$ cat src/rtl/eqy_miter_monitor.sv
// Gold-vs-gate equivalence monitor: masked per-channel compare,
// sticky fail status, first-mismatch capture and saturating counters.
module eqy_miter_monitor #(
  parameter int NUM_CH       = 4,
  parameter int WIDTH        = 8,
  parameter int CNT_W        = 16,
  parameter int HOLDOFF      = 4,
  parameter int STOP_ON_FAIL = 1,
  localparam int CH_W = (NUM_CH > 1) ? $clog2(NUM_CH) : 1
) (
  input  logic                    clk,
  input  logic                    rst,
  input  logic                    arm_i,
  input  logic                    stop_i,
  input  logic                    valid_i,
  input  logic [NUM_CH*WIDTH-1:0] gold_i,
  input  logic [NUM_CH*WIDTH-1:0] gate_i,
  input  logic [NUM_CH*WIDTH-1:0] care_i,
  output logic                    busy_o,
  output logic                    fail_o,
  output logic                    pass_o,
  output logic [NUM_CH-1:0]       mis_vec_o,
  output logic [CH_W-1:0]         first_ch_o,
  output logic [CNT_W-1:0]        first_cyc_o,
  output logic [CNT_W-1:0]        check_cnt_o,
  output logic [CNT_W-1:0]        mis_cnt_o
);

  localparam int HW = (HOLDOFF > 0) ? $clog2(HOLDOFF + 1) : 1;
  localparam logic [CNT_W-1:0] MAX = '1;

  typedef enum logic [2:0] {
    S_IDLE, S_SETTLE, S_CHECK, S_FAIL, S_DONE
  } state_t;

  state_t            r_state, w_nxt;
  logic [NUM_CH-1:0] w_diff, r_diff;
  logic              r_s1_valid;
  logic [CH_W-1:0]   w_low;
  logic              w_any, w_hold_end;
  logic [HW-1:0]     r_hold;
  logic [CNT_W-1:0]  r_chk, r_mis, r_fcy;
  logic [NUM_CH-1:0] r_mvec;
  logic [CH_W-1:0]   r_fch;
  logic              r_fail;

  // Per-channel masked difference of the raw inputs
  always_comb begin
    w_diff = '0;
    for (int c = 0; c < NUM_CH; c++)
      w_diff[c] = |((gold_i[c*WIDTH +: WIDTH] ^ gate_i[c*WIDTH +: WIDTH])
                    & care_i[c*WIDTH +: WIDTH]);
  end

  // Stage 1: register the compare; arm drops a sample in flight
  always_ff @(posedge clk or posedge rst) begin
    if (rst) begin
      r_diff     <= '0;
      r_s1_valid <= 1'b0;
    end else begin
      r_diff     <= w_diff;
      r_s1_valid <= valid_i && !arm_i;
    end
  end

  // Lowest mismatching channel index of the registered compare
  always_comb begin
    w_low = '0;
    for (int c = NUM_CH - 1; c >= 0; c--)
      if (r_diff[c]) w_low = CH_W'(c);
  end

  assign w_any      = |r_diff;
  assign w_hold_end = (HOLDOFF > 0) && (r_hold == HW'(HOLDOFF - 1));

  // State register
  always_ff @(posedge clk or posedge rst) begin
    if (rst) r_state <= S_IDLE;
    else     r_state <= w_nxt;
  end

  // Next state; arm beats stop and every other condition
  always_comb begin
    w_nxt = r_state;
    if (arm_i) begin
      w_nxt = (HOLDOFF > 0) ? S_SETTLE : S_CHECK;
    end else begin
      unique case (r_state)
        S_SETTLE:
          if (stop_i)                        w_nxt = S_DONE;
          else if (r_s1_valid && w_hold_end) w_nxt = S_CHECK;
        S_CHECK:
          if (stop_i) w_nxt = S_DONE;
          else if ((STOP_ON_FAIL != 0) && r_s1_valid && w_any)
            w_nxt = S_FAIL;
        S_FAIL:
          if (stop_i) w_nxt = S_DONE;
        default: w_nxt = r_state;
      endcase
    end
  end

  // Holdoff count, check/mismatch counters and sticky status
  always_ff @(posedge clk or posedge rst) begin
    if (rst) begin
      r_hold <= '0;
      r_chk  <= '0;
      r_mis  <= '0;
      r_fcy  <= '0;
      r_fch  <= '0;
      r_mvec <= '0;
      r_fail <= 1'b0;
    end else if (arm_i) begin
      r_hold <= '0;
      r_chk  <= '0;
      r_mis  <= '0;
      r_fcy  <= '0;
      r_fch  <= '0;
      r_mvec <= '0;
      r_fail <= 1'b0;
    end else if (r_state == S_SETTLE && r_s1_valid) begin
      r_hold <= r_hold + 1'b1;
    end else if (r_state == S_CHECK && r_s1_valid) begin
      if (r_chk != MAX) r_chk <= r_chk + 1'b1;
      if (w_any) begin
        if (r_mis != MAX) r_mis <= r_mis + 1'b1;
        r_mvec <= r_mvec | r_diff;
        r_fail <= 1'b1;
        if (!r_fail) begin
          r_fch <= w_low;
          r_fcy <= r_chk;
        end
      end
    end
  end

  // State-decoded outputs
  always_comb begin
    busy_o = (r_state == S_SETTLE) || (r_state == S_CHECK);
    pass_o = (r_state == S_DONE) && !r_fail && (r_chk != '0);
  end

  assign fail_o      = r_fail;
  assign mis_vec_o   = r_mvec;
  assign first_ch_o  = r_fch;
  assign first_cyc_o = r_fcy;
  assign check_cnt_o = r_chk;
  assign mis_cnt_o   = r_mis;

endmodule
$ cat config.mk
export PLATFORM = sky130hd
export DESIGN_NAME = eqy_miter_monitor
export DESIGN_NICKNAME = d
export VERILOG_FILES = /design/src/rtl/eqy_miter_monitor.sv
export SDC_FILE = /design/constraint.sdc
export NUM_CORES = 1
export LEC_CHECK = 0
export ABC_AREA = 1
export CAP_MARGIN = 20
export CORE_ASPECT_RATIO = 1.5
export CORE_UTILIZATION = 45
export DETAILED_ROUTE_END_ITERATION = 6
export GPL_TIMING_DRIVEN = 0
export PLACE_DENSITY = 0.8
export SLEW_MARGIN = 20
export SYNTH_ARGS = -nofsm -noshare
export SYNTH_HDL_FRONTEND = slang
export SYNTH_SLANG_ARGS = --single-unit
$ cat constraint.sdc
create_clock -name clk -period 3 [get_ports clk]
set_clock_uncertainty 0.2 [all_clocks]
set_input_delay 0.9 -clock clk [delete_from_list [all_inputs] [get_ports clk]]
set_output_delay 0.9 -clock clk [all_outputs]
set_load 0.005 [all_outputs]
==> metrics.yaml <==
status: "complete, no violations"
path_cells: "inv_1 > nand2_1 > o21ai_0 > clkdlybuf4s50_1"
fin_crit_ns: 2.80
async_reset_ff_share_pct: 100
drt_iter0_drc: 275
syn_nets: 705
grt.total_usage_pct: 26.7
fmax_mhz: 357
io_pins: 158
place.gp.congestion: 0.902
finalSetupViolCount: 0
finalCritPeriodShare_pct: 93.3
wl_microns: 12000
tns_ns: 0
rsz0062_at_grt: "false"
report.final.slew_viol_count: 0
worstMarginPinSlew_ns: 0.583
grt_max_degree: 50
overflow: 0
cts_tree: "built"
cts_max_path_buffers: 2
synth-seq-cells: 66
first_pass_iters: 5
io_buffer_count: 157
rows: 42
area_delta_synth_final_pct: 49.6
mostFrequentLayoutCells: "nand2_1 (240), clkdlybuf4s50_1 (156), nand3_1 (64), dfrtp_1 (64), nor2_1 (52)"
path_clk_slew_ns: 0.05
synth_area_sq_mm: 0.00414
core_sq_mm: 0.00888
rrSetupSlack_ns: 0.96
cp.arrival_ns: 1.70
antenna_cells: 0
cts-htree-levels: 3
fin_util_pct: 69.8
irDropWorstVdd_uv: 342
worst-path-buf-inv: 2
end_kind: "output port"
path_class: "reg -> out"
cp_max_fo: 4
worst_ep_required_time_ns: 1.90
chipWidth_microns: 80.3
ys_types: 33
yosys.area.top_type: "dfrtp_1"
p_per_area_mw_per_mm2: 402
fp.dieH_microns: 119
synth_top_flop_cell: "dfrtp_1"
netlist_instances: 599
finalNetCount: 875
cts_buffers: 9
yosysSeqAreaShare_pct: 39.9
antenna_left: 0
worstHoldPathType: "reg -> reg"
drive_above_1_share_pct: 7.62
relSlewSlack_pct: 61.0
grt_pass1_vias: 4493
synthDominantCellAreaShare_pct: 39.9
power.leakage_nw: 2.88
max_stage_delay_ns: 0.56
synth_edf_count: 0
ys_warn_count: 0
ys_top_cells_by_area: "dfrtp_1 (40%), nand2_1 (22%), nand3_1 (7.7%), nor2_1 (4.7%), inv_1 (4.5%)"
wl_per_cell_microns: 13.6
fin_cells: 884
place_hpwl_microns: 9270
dp_cells: 867
clock_latency_ns: 0.34
drc: 0
grt_pass1_wl_microns: 19900
antenna_found_initial: 0
hold_viol: 0
syn_area_per_cell_sq_um: 6.91
num_vias: 4611
cap_violations: 0
via_per_inst: 5.22
clockRootBuffer: "clkbuf_16"
path_delay_family: "buffers and inverters"
clkSinkCount: 66
start_util_pct: 46.6
die-area_sq_mm: 0.00960
crit_path_start_kind: "flop"
cp_slowest_cell: "clkdlybuf4s50_1"
final_common_cell: "nand2_1"
cell usage after synthesis (3+ instances only):
library cell and instances:
a21oi_1 4, buf_6 3, dfrtp_1 66, ha_1 5
inv_1 50, nand2_1 240, nand3_1 64, nand4_1 18
nor2_1 52, nor2_2 4, nor3_1 5, o21ai_0 29
or2_2 17, xor2_1 16
power breakdown:
part / total, mW / internal [mW] / switching (mW)
combinational: 0.485 / 0.249 / 0.236
clock: 1.04 / 0.670 / 0.368
sequential: 0.970 / 0.926 / 0.0440
total: 2.49 / 1.85 / 0.647
registers in the layout (all words and copies together), names as in the netlist:
register / flops
check_cnt_o: 16
fail_o: 1
first_ch_o: 2
first_cyc_o: 16
mis_cnt_o: 16
mis_vec_o: 4
r_diff: 4
r_hold: 3
r_s1_valid: 1
r_state: 3
kinds of logic (layout without fill, tap and decap cells):
family                     count (synthesis)  count (layout)  synth area share [%]
and+or+nand+nor                          409             409                  42.9
DFF                                       66              66                  39.9
buffers and inverters                     61             236                  6.34
AOI/OAI and AO/OA                         41              41                  5.77
xor gates and xnor gates                  17              17                  3.60
adders and majority gates                  5               5                  1.51
metrics by stage:
step	hold WS (ns)	cell area [sq um]	setup slack [ns]	power (mW)
final	0.272	6200	0.202	2.49
after floorplan	0.265	4140	0.245	1.20
after CTS	0.276	6180	0.0185	2.50
after global routing	0.292	6200	0.112	2.60
after global placement	0.254	5850	-0.835	1.44
after detailed placement	0.262	5880	0.227	1.46
worst paths after layout:
kind / startpoint / end / depth (start not counted)
setup / recovery: r_state[2]$_DFFE_PP0P_ / busy_o / 4
hold / removal: first_ch_o[0]$_DFFE_PP0P_ / first_ch_o[0]$_DFFE_PP0P_ / 2
setup reg to reg: check_cnt_o[0]$_DFFE_PP0P_ / check_cnt_o[14]$_DFFE_PP0P_ / 9
hold reg to reg: first_ch_o[0]$_DFFE_PP0P_ / first_ch_o[0]$_DFFE_PP0P_ / 2
max in group asynchronous: rst / first_ch_o[1]$_DFFE_PP0P_ / 3
min in group asynchronous: rst / first_cyc_o[1]$_DFFE_PP0P_ / 2
final cells by class:
type,count,area [sq um]
clock buffers,15,298
fillers,723,2690
flip-flops and latches,66,1650
multi-input cells,472,2230
repair buffers,159,1610
inverters,50,190
clock inverters,1,5.00
well taps,110,138
plain buffers,11,75.1
tightest hold or removal path, cell delays in order (launching register included):
cell and delay [ns]:
dfrtp_1 0.34, nand2_1 0.05, nand2_1 0.05
routing by layer:
layer | share of wire [%] | GRT usage, % | up-vias
li1 | - | - | 2265
met1 | 35 | 28.4 | 2110
met2 | 54 | 46.8 | 197
met3 | 6.9 | 6.01 | 39
met4 | 4.6 | 16.4 | 0
met5 | 0 | 0 | -
timing repair:
| item | 4_1_cts | 5_1_grt |
|---|---|---|
| resized for setup | 1 | 2 |
| setup endpoints to repair | 1 | 1 |
| setup buffers | 0 | 1 |
| hold buffers | 0 | 0 |
| endpoints found under the hold margin | 0 | 0 |
Note: power is estimated with default switching activity, not from simulation.
